File: config.mk
export PLATFORM = sky130hd
export DESIGN_NAME = vga_attr_regbank
export DESIGN_NICKNAME = d
export VERILOG_FILES = /design/src/rtl/vga_attr_regbank_pkg.sv /design/src/rtl/vga_attr_regbank_vs_edge.sv /design/src/rtl/vga_attr_regbank.sv
export SDC_FILE = /design/constraint.sdc
export NUM_CORES = 2
export LEC_CHECK = 0
export CORE_AREA = 2 2 538 540
export CTS_BUF_LIST = sky130_fd_sc_hd__clkbuf_16
export CTS_CLUSTER_SIZE = 16
export DETAILED_ROUTE_END_ITERATION = 10
export DIE_AREA = 0 0 540 542
export DONT_BUFFER_PORTS = 1
export HOLD_SLACK_MARGIN = 0.1
export SLEW_MARGIN = 20
export SYNTH_ARGS = -nofsm -noshare
export SYNTH_HDL_FRONTEND = slang
export SYNTH_SLANG_ARGS = --single-unit
File: constraint.sdc
create_clock -name CLK -period 2.7 [get_ports CLK]
set_input_delay 0.405 -clock CLK [delete_from_list [all_inputs] [get_ports CLK]]
set_output_delay 0.405 -clock CLK [all_outputs]
set_load 0.01 [all_outputs]
File: src/rtl/vga_attr_regbank_pkg.sv
// vga_attr_pkg: STATUS field positions, register-map offsets and the
// byte-enable merge shared by the VGA attribute register bank.
package vga_attr_pkg;

  localparam int ST_VS_TOGGLE     = 0;
  localparam int ST_COMMIT_PEND   = 1;
  localparam int ST_FRAME_CNT_LSB = 16;

  // Control word sits right after the palette.
  function automatic int ctrl_addr(input int pal_depth);
    return pal_depth;
  endfunction

  function automatic int status_addr(input int pal_depth);
    return pal_depth + 1;
  endfunction

  function automatic int attr_base(input int pal_depth);
    return pal_depth + 2;
  endfunction

  // Replace only the bytes whose enable is set.
  function automatic logic [31:0] be_merge(input logic [31:0] old_w,
                                           input logic [31:0] new_w,
                                           input logic [3:0]  be);
    logic [31:0] res;
    res = old_w;
    for (int b = 0; b < 4; b++)
      if (be[b]) res[8*b +: 8] = new_w[8*b +: 8];
    return res;
  endfunction

endpackage

File: src/rtl/vga_attr_regbank_vs_edge.sv
// vga_vs_edge: vsync rising-edge detector, frame tick pulse, VS toggle bit
// and wrapping frame counter.
module vga_vs_edge #(
  parameter int CNT_W = 16
) (
  input  logic             clk_i,
  input  logic             rst_ni,
  input  logic             vs_i,
  output logic             rise_o,
  output logic             frame_tick_o,
  output logic             vs_toggle_o,
  output logic [CNT_W-1:0] frame_cnt_o
);

  logic             vs_q, tick_q, tog_q;
  logic [CNT_W-1:0] cnt_q;

  assign rise_o       = vs_i & ~vs_q;
  assign frame_tick_o = tick_q;
  assign vs_toggle_o  = tog_q;
  assign frame_cnt_o  = cnt_q;

  // Edge history plus per-frame bookkeeping, all updated on the detected rise.
  always_ff @(posedge clk_i or negedge rst_ni) begin
    if (!rst_ni) begin
      vs_q   <= 1'b0;
      tick_q <= 1'b0;
      tog_q  <= 1'b0;
      cnt_q  <= '0;
    end else begin
      vs_q   <= vs_i;
      tick_q <= rise_o;
      if (rise_o) begin
        tog_q <= ~tog_q;
        cnt_q <= cnt_q + 1'b1;
      end
    end
  end

endmodule

File: src/rtl/vga_attr_regbank.sv
// vga_attr_regbank: Avalon-MM palette/control/attribute register bank.
// With VGA_ATTR_SHADOW_EN defined, writes land in shadow words and are
// copied to the live words on the first vsync rise after software arms
// COMMIT_PEND. Without it, writes go straight to the live words.
module vga_attr_regbank
  import vga_attr_pkg::*;
#(
  parameter int PAL_DEPTH  = 8,
  parameter int ATTR_DEPTH = 32,
  parameter int ADDR_W     = 11,
  parameter int CNT_W      = 16
) (
  input  logic                    CLK,
  input  logic                    RESET,
  input  logic                    AVL_CS,
  input  logic                    AVL_READ,
  input  logic                    AVL_WRITE,
  input  logic [ADDR_W-1:0]       AVL_ADDR,
  input  logic [3:0]              AVL_BYTE_EN,
  input  logic [31:0]             AVL_WRITEDATA,
  output logic [31:0]             AVL_READDATA,
  input  logic                    vs,
  output logic [PAL_DEPTH*32-1:0] pal_live,
  output logic [31:0]             ctrl_live,
  output logic [ATTR_DEPTH*32-1:0] attr_live,
  output logic                    frame_tick
);

  // Data words are packed densely: palette, control, then attributes.
  localparam int NW     = PAL_DEPTH + 1 + ATTR_DEPTH;
  localparam int IDX_W  = $clog2(NW);
  localparam int CTRL_A = ctrl_addr(PAL_DEPTH);
  localparam int ST_A   = status_addr(PAL_DEPTH);
  localparam int ATTR_A = attr_base(PAL_DEPTH);

  logic             rise, vs_tog;
  logic [CNT_W-1:0] frame_cnt;
  logic             wr, rd, hit, is_st, pend;
  logic [IDX_W-1:0] widx;
  logic [31:0]      addr_w, rd_word, status_w, rdata_d, rdata_q;
  logic [31:0]      live_q [NW];

  vga_vs_edge #(.CNT_W(CNT_W)) u_vs_edge (
    .clk_i        (CLK),
    .rst_ni       (RESET),
    .vs_i         (vs),
    .rise_o       (rise),
    .frame_tick_o (frame_tick),
    .vs_toggle_o  (vs_tog),
    .frame_cnt_o  (frame_cnt)
  );

  // A read in the same cycle as a write takes priority; the write is dropped.
  assign wr = AVL_CS & AVL_WRITE & ~AVL_READ;
  assign rd = AVL_CS & AVL_READ;

  // Address decode to a dense data-word index, STATUS, or unmapped.
  always_comb begin
    addr_w = 32'(AVL_ADDR);
    hit    = 1'b0;
    is_st  = 1'b0;
    widx   = '0;
    if (addr_w <= 32'(CTRL_A)) begin
      hit  = 1'b1;
      widx = IDX_W'(addr_w);
    end else if (addr_w == 32'(ST_A)) begin
      is_st = 1'b1;
    end else if (addr_w >= 32'(ATTR_A) && addr_w < 32'(ATTR_A + ATTR_DEPTH)) begin
      hit  = 1'b1;
      widx = IDX_W'(addr_w - 32'd1);
    end
  end

`ifdef VGA_ATTR_SHADOW_EN
  logic [31:0] sh_q [NW];
  logic        pend_q, pend_d;

  // Shadow words take byte-masked writes.
  always_ff @(posedge CLK or negedge RESET) begin
    if (!RESET) begin
      for (int i = 0; i < NW; i++) sh_q[i] <= '0;
    end else if (wr && hit) begin
      sh_q[widx] <= be_merge(sh_q[widx], AVL_WRITEDATA, AVL_BYTE_EN);
    end
  end

  // Atomic frame commit: live copies the pre-write shadow on an armed rise.
  always_ff @(posedge CLK or negedge RESET) begin
    if (!RESET) begin
      for (int i = 0; i < NW; i++) live_q[i] <= '0;
    end else if (rise && pend_q) begin
      live_q <= sh_q;
    end
  end

  // Arming beats the clear, so an arm coinciding with a rise waits a frame.
  always_comb begin
    pend_d = pend_q;
    if (rise && pend_q) pend_d = 1'b0;
    if (wr && is_st && AVL_BYTE_EN[0] && AVL_WRITEDATA[ST_COMMIT_PEND]) pend_d = 1'b1;
  end

  // Commit-pending flag register.
  always_ff @(posedge CLK or negedge RESET) begin
    if (!RESET) pend_q <= 1'b0;
    else        pend_q <= pend_d;
  end

  assign rd_word = sh_q[widx];
  assign pend    = pend_q;
`else
  logic unused_rise;
  assign unused_rise = rise;

  // Live words take byte-masked writes directly.
  always_ff @(posedge CLK or negedge RESET) begin
    if (!RESET) begin
      for (int i = 0; i < NW; i++) live_q[i] <= '0;
    end else if (wr && hit) begin
      live_q[widx] <= be_merge(live_q[widx], AVL_WRITEDATA, AVL_BYTE_EN);
    end
  end

  assign rd_word = live_q[widx];
  assign pend    = 1'b0;
`endif

  // STATUS word assembled from live flags; unused bits read 0.
  always_comb begin
    status_w = '0;
    status_w[ST_VS_TOGGLE]                    = vs_tog;
    status_w[ST_COMMIT_PEND]                  = pend;
    status_w[ST_FRAME_CNT_LSB +: CNT_W]       = frame_cnt;
  end

  // Read mux; the result is held until the next read strobe.
  always_comb begin
    rdata_d = rdata_q;
    if (rd) begin
      if (hit)        rdata_d = rd_word;
      else if (is_st) rdata_d = status_w;
      else            rdata_d = '0;
    end
  end

  // Registered read data.
  always_ff @(posedge CLK or negedge RESET) begin
    if (!RESET) rdata_q <= '0;
    else        rdata_q <= rdata_d;
  end

  assign AVL_READDATA = rdata_q;
  assign ctrl_live    = live_q[CTRL_A];

  for (genvar p = 0; p < PAL_DEPTH; p++) begin : g_pal
    assign pal_live[32*p +: 32] = live_q[p];
  end
  for (genvar a = 0; a < ATTR_DEPTH; a++) begin : g_attr
    assign attr_live[32*a +: 32] = live_q[CTRL_A + 1 + a];
  end

endmodule

Word level (Yosys, flattened, before mapping):

Cells that the tools add are included.

* reduce and logical (&&, ||, !) cells: 3
* magnitude comparators: 5
* equality and inequality tests: 1
* bitwise operators: 8
* add/sub/neg operators: 2
* muxes and demuxes: 24

Operator list (number)
* 1312-bit bitwise mux: 1
* 32-bit binary-select mux with 6-bit select: 1
* 32-bit demux with 6-bit select: 1
* 32-bit two-way mux: 5
* 8-bit two-way mux: 8
* 6-bit two-way mux: 3
* 16-bit by 1-bit adder with 16-bit output, second input constant: 1
* 11-bit by 4-bit equality test with 1-bit output, second input constant: 1
* 11-bit by 4-bit greater-or-equal comparator with 1-bit output, second input constant: 1
* 11-bit by 4-bit <= comparator with 1-bit output, second input constant: 1
* 11-bit by 6-bit less-than comparator with 1-bit output, second input constant: 1
* 7-bit greater-or-equal comparator, second input constant: 1
* 7-bit by 1-bit less-than comparator with 1-bit output, second input constant: 1
* 6-bit NOT with 7-bit output: 1
* 6-bit by 1-bit subtractor with 6-bit output, second input constant: 1
* 1-bit two-way mux: 5
* 1-bit bitwise AND: 4
* 1-bit logical AND: 3
* 1-bit NOT: 3

* input bits: 53
* bits in registers: 1363
* logic and storage cells: 89
* output and inout bits: 1345

Depth between registers and ports, before layout:

* depth after elaboration: 12
* mapped depth: 22
* mapped depth without buffers: 12

Modules after synthesis:

From an unflattened synthesis, not the netlist that was laid out.

* cell total of the unflattened synthesis: 6652
* area, all modules: 61453.9 um^2

By module, submodules not included
* vga_attr_regbank: times used 1, cells an instance 6593, area an instance 60670.7 um^2
* vga_vs_edge: times used 1, cells an instance 59, area an instance 783.3 um^2

Worst setup path after synthesis:

OpenSTA, ideal clock, no wires.

* kind: input port to flip-flop
* from: input port AVL_ADDR[0]
* to: register live_q, in the netlist attr_live[863]
* setup time: 126 ps
* slack: -2088 ps
* cell stages on the path: 21
* buffers on the path: 9
* arrival time: 4663 ps
* data required time: 2574 ps
* cell sequence: clkbuf_1 > inv_1 > clkbuf_1 > buf_1 > clkbuf_1 > ha_1 > nand2b_2 > a21oi_4 > xnor2_2 > nand2_2 > buf_4 > buf_6 > buf_2 > buf_2 > mux2i_1 > o221ai_1 > a2111oi_0 > o211ai_1 > o31ai_4 > buf_6 > o21ai_2

* longest elaborated chain between the ends: 12
* elaborated cells between the ends (all ways): 25
* those cells by class: add/sub: 1; order compare: 5; eq/ne: 1; mux: 14; bitwise: 1; reduce/logical: 3

RTL lines
* from (decl): RTL line vga_attr_regbank.sv:18 `input logic [ADDR_W-1:0] AVL_ADDR,`
* 11-bit by 4-bit greater-or-equal comparator with 1-bit output / 11-bit by 6-bit less-than comparator with 1-bit output (equally long branches): RTL line vga_attr_regbank.sv:68 `end else if (addr_w >= 32'(ATTR_A) && addr_w < 32'(ATTR_A + ATTR_DEPTH)) begin`
* 1-bit logical AND: RTL line vga_attr_regbank.sv:68
* 6-bit two-way mux: RTL line vga_attr_regbank.sv:68
* 6-bit two-way mux: RTL line vga_attr_regbank.sv:66 `end else if (addr_w == 32'(ST_A)) begin`
* 6-bit two-way mux: RTL line vga_attr_regbank.sv:63 `if (addr_w <= 32'(CTRL_A)) begin`
* 6-bit NOT with 7-bit output (not written as such): RTL line vga_attr_regbank.sv:120 `live_q[widx] <= be_merge(live_q[widx], AVL_WRITEDATA, AVL_BYTE_EN);`
* 32-bit binary-select mux with 6-bit select: RTL line vga_attr_regbank.sv:120
* 32-bit two-way mux (not written as such) (2 in a row): RTL line vga_attr_regbank.sv:120
* 8-bit two-way mux: RTL line vga_attr_regbank_pkg.sv:29 `if (be[b]) res[8*b +: 8] = new_w[8*b +: 8];`
* 8-bit two-way mux: RTL line vga_attr_regbank.sv:119 `end else if (wr && hit) begin`
* 1312-bit bitwise mux: RTL line vga_attr_regbank.sv:120
* to (signal, indexed assignment): RTL line vga_attr_regbank.sv:120
* to (decl): RTL line vga_attr_regbank.sv:41 `logic [31:0] live_q [NW];`

Parallel ways exist; a longest one is shown, timed or not. The select of a mux whose other input is x is not followed.
A chain may end at the register's enable or synchronous reset.

Final worst setup path:

* from: input port AVL_ADDR[0]
* to: register live_q, in the netlist attr_live[329]

The elaborated chain is that of the path after synthesis.

==> flow_metrics.py <==
metrics = {
    "logic_synthesis": {
        "synthFlopType": "dfrtp_1",
        "synth.distinct_cells": 94,
        "async_reset_ff_share_pct": 100,
        "yosysWarningCount": 0,
        "synth_edf_count": 0,
        "synth_cells": 6808,
        "synth-seq-area-share_pct": 54.6,
        "netlist_area_um2": 62500,
        "synthesis.nets": 6865,
        "avgSynthCellArea_um2": 9.18,
        "ys_ff_latch": 1363,
    },
    "routing": {
        "drt_iter0_markers": 8150,
        "ant_nets": 0,
        "wl_per_cell_um": 44.6,
        "num_vias": 65300,
        "drcViolationCount": 0,
        "drtPass1Iterations": 9,
        "viasPerCell": 5.53,
        "wirelength_um": 525000,
    },
    "sta": {
        "whs_ns": -0.712,
        "setup_viol": 1355,
        "max_slew_margin_pct": 27.1,
        "slew_viol_final": 0,
        "hold_viol": 482,
        "rsz0062_at_grt": "true",
        "setup_ws_ns": -1.05,
        "period_minus_slack_ns": 3.75,
        "min_period_over_period_pct": 139,
        "worstMarginPinSlew_ns": 1.09,
        "max_freq_mhz": 267,
        "finClkSkew_ns": 0.0558,
    },
    "status": {
        "status": "finished with violations",
        "violations": "hold timing, setup timing",
    },
    "grt": {
        "track_usage_pct": 34.1,
        "grt_start_max_net_pins": 211,
        "grt-ovfl-total": 0,
        "grt_pass1_wl_um": 660000,
        "antenna_found_initial": 63,
        "grt_pass1_vias": 61900,
    },
    "placement": {
        "io_buffers": 0,
        "post-place-cells": 11200,
        "gp_congestion": 0.965,
        "dpl.hpwl_um": 399000,
    },
    "floorplan": {
        "io_pins": 1398,
        "dieArea_um2": 293000,
        "coreArea_um2": 287000,
        "die_w_um": 540,
        "row_count": 197,
        "die_h_um": 542,
        "initial_core_util_pct": 21.8,
    },
    "clock_network": {
        "clock_latency_ns": 0.88,
        "cts_sinks": 1363,
        "clockBufferDepth": 4,
        "cts_buffers": 172,
        "path_clk_slew_ns": 0.06,
        "htree_levels": 4,
        "root_buffer": "clkbuf_16",
        "cts_tree": "built",
    },
    "worst_setup_path": {
        "cp.required_ns": 3.45,
        "startpoint_type": "input pin",
        "critPathBufInv": 6,
        "end_kind": "flop",
        "critPathTopFamily": "compound AO/OA/AOI/OAI gates",
        "path_cells": "ha_4, nor4b_4, o32a_4, a21o_4, buf_12, buf_4, o21ai_0, a211oi_2, nor4_4, buf_4, o22ai_1, buf_12, nand4b_1, mux2i_4, buf_12, clkbuf_16, o21ai_0",
        "reg2reg_to": "attr_live[189]",
        "worst_path_max_delay_cell": "nor4_4",
        "r2r-start": "pal_live[29]",
        "max_stage_delay_ns": 0.39,
        "path_max_fanout": 108,
        "rrSetupSlack_ns": -0.25,
        "reg2reg_depth": 12,
        "crit_arrival_ns": 4.50,
        "crit_path_frequent_cell": "buf_12",
        "critPathKind": "in2reg",
    },
    "power_and_ir_drop": {
        "ir_drop_mv": 0.494,
        "leakage_nw": 39.5,
        "finalPower_mw": 49.3,
        "powerDensity_nw_per_um2": 551,
    },
    "final_layout": {
        "finalNetCount": 7881,
        "drive_gt1_share_pct": 27.0,
        "finalNonFillerCells": 11800,
        "area_growth_pct": 43.2,
    },
    "job": {
        "drv_cap": 0,
    },
    "hold_path": {
        "hold_class": "in2async",
    },
}
-- cells by family (layout without fill, tap and decap cells) --
family          count (synthesis)  after routing  synth area share (%)
compound gates               2464           2464                  23.7
simple gates                 2056           2056                  13.2
flops                        1363           1363                  54.6
buf+inv                       675           1831                  4.51
mux                           227            227                  3.66
xor+xnor                       19             19                 0.278
fa+ha+maj                       4              4                0.0801
other cells                     0             49                     0
-- cell usage in the layout, fill, tap and decap left out, drive strengths merged, types with 59 or more instances in the layout --
master,instances
clkbuf,190
nand2,1723
inv,59
nand3,114
a21oi,168
o22ai,174
a211oi,66
clkinv,67
o21ai,1542
buf,1454
dfrtp,1363
nor2,72
o221ai,79
mux2i,216
-- where the power goes --
| part | total [mW] | switching, mW | internal, mW |
|---|---|---|---|
| Combinational | 4.46 | 2.92 | 1.54 |
| Clock | 24.2 | 10.5 | 13.8 |
| Sequential | 20.6 | 0.134 | 20.5 |
-- through the flow --
stage	utilization [%]	area (µm²)	setup TNS, ns	setup slack, ns
floorplan	-	62700	-1483.91	-1.18
global placement	27.6	79100	-2910.44	-2.57
detailed placement	27.6	79100	-3029.72	-2.70
CTS	30.4	87100	-979.27	-0.909
global route	31.2	89400	-1112.82	-1.01
finish	31.2	89400	-1156.25	-1.05
-- layer usage --
metal / wire, µm / global-route usage (%) / vias to the layer above / part of all wire [%]
met2: 231000 / 53.4 / 4837 / 44
met4: 39900 / 19.8 / 14 / 7.6
met3: 65700 / 14.5 / 1197 / 13
met1: 188000 / 38.8 / 32900 / 36
met5: 95 / 0 / - / 0.018
li1: - / - / 26400 / -
-- worst max path at each step --
stage                     endpoint   startpoint  cells after the start
floorplan           attr_live[863]  AVL_ADDR[0]                     21
global route        attr_live[594]  AVL_ADDR[0]                     19
finish              attr_live[329]  AVL_ADDR[0]                     17
global placement    attr_live[454]  AVL_ADDR[0]                     17
detailed placement  attr_live[326]  AVL_ADDR[0]                     17
CTS                 attr_live[447]  AVL_ADDR[0]                     20
-- registers in the layout, summed over array words and instances (netlist names) --
name                    flops
pal_live                  256
u_vs_edge.frame_cnt_o      16
ctrl_live                  32
u_vs_edge.vs_q              1
u_vs_edge.vs_toggle_o       1
AVL_READDATA               32
attr_live                1024
u_vs_edge.frame_tick_o      1
-- cell type report --
class                   count  area (µm²)
multi-input cells        4770       28100
repair buffers           1498       16600
inverters                  19         114
flip-flops and latches   1363       34100
well taps                3781        4730
fillers                 29600      197000
clock inverters           141        1360
clock buffers             173        4330
diodes                     49         123
-- synthesized netlist by cell type (25+ instances only) --
master    count  share of area [%]
dfrtp_1    1363                 55
a21oi_1     164                1.3
mux2i_1     216                3.5
nand2_1    1721                 10
nor3_1       35               0.28
a32oi_1      33               0.46
buf_2       100               0.80
a21o_1       30               0.36
o21ai_2      41               0.57
nor2_1       69               0.41
buf_1        25               0.15
clkbuf_1    496                3.0
nand3_1     114               0.91
o211ai_1     37               0.44
o221ai_1     79                1.1
a22oi_1      47               0.56
a211oi_1     65               0.78
o21ai_0    1411                 11
a221oi_1     39               0.55
o21ai_1      90               0.72
o22ai_1     174                1.7
-- timing repair --
action,CTS,global route
hold buffers,24,4
setup buffers,71,53
pin swaps,51,105
hold endpoints to repair,1589,401
cloned,13,18
resized for setup,206,346
endpoints found under the setup margin,1344,1427
(Power assumes the default switching activity.)
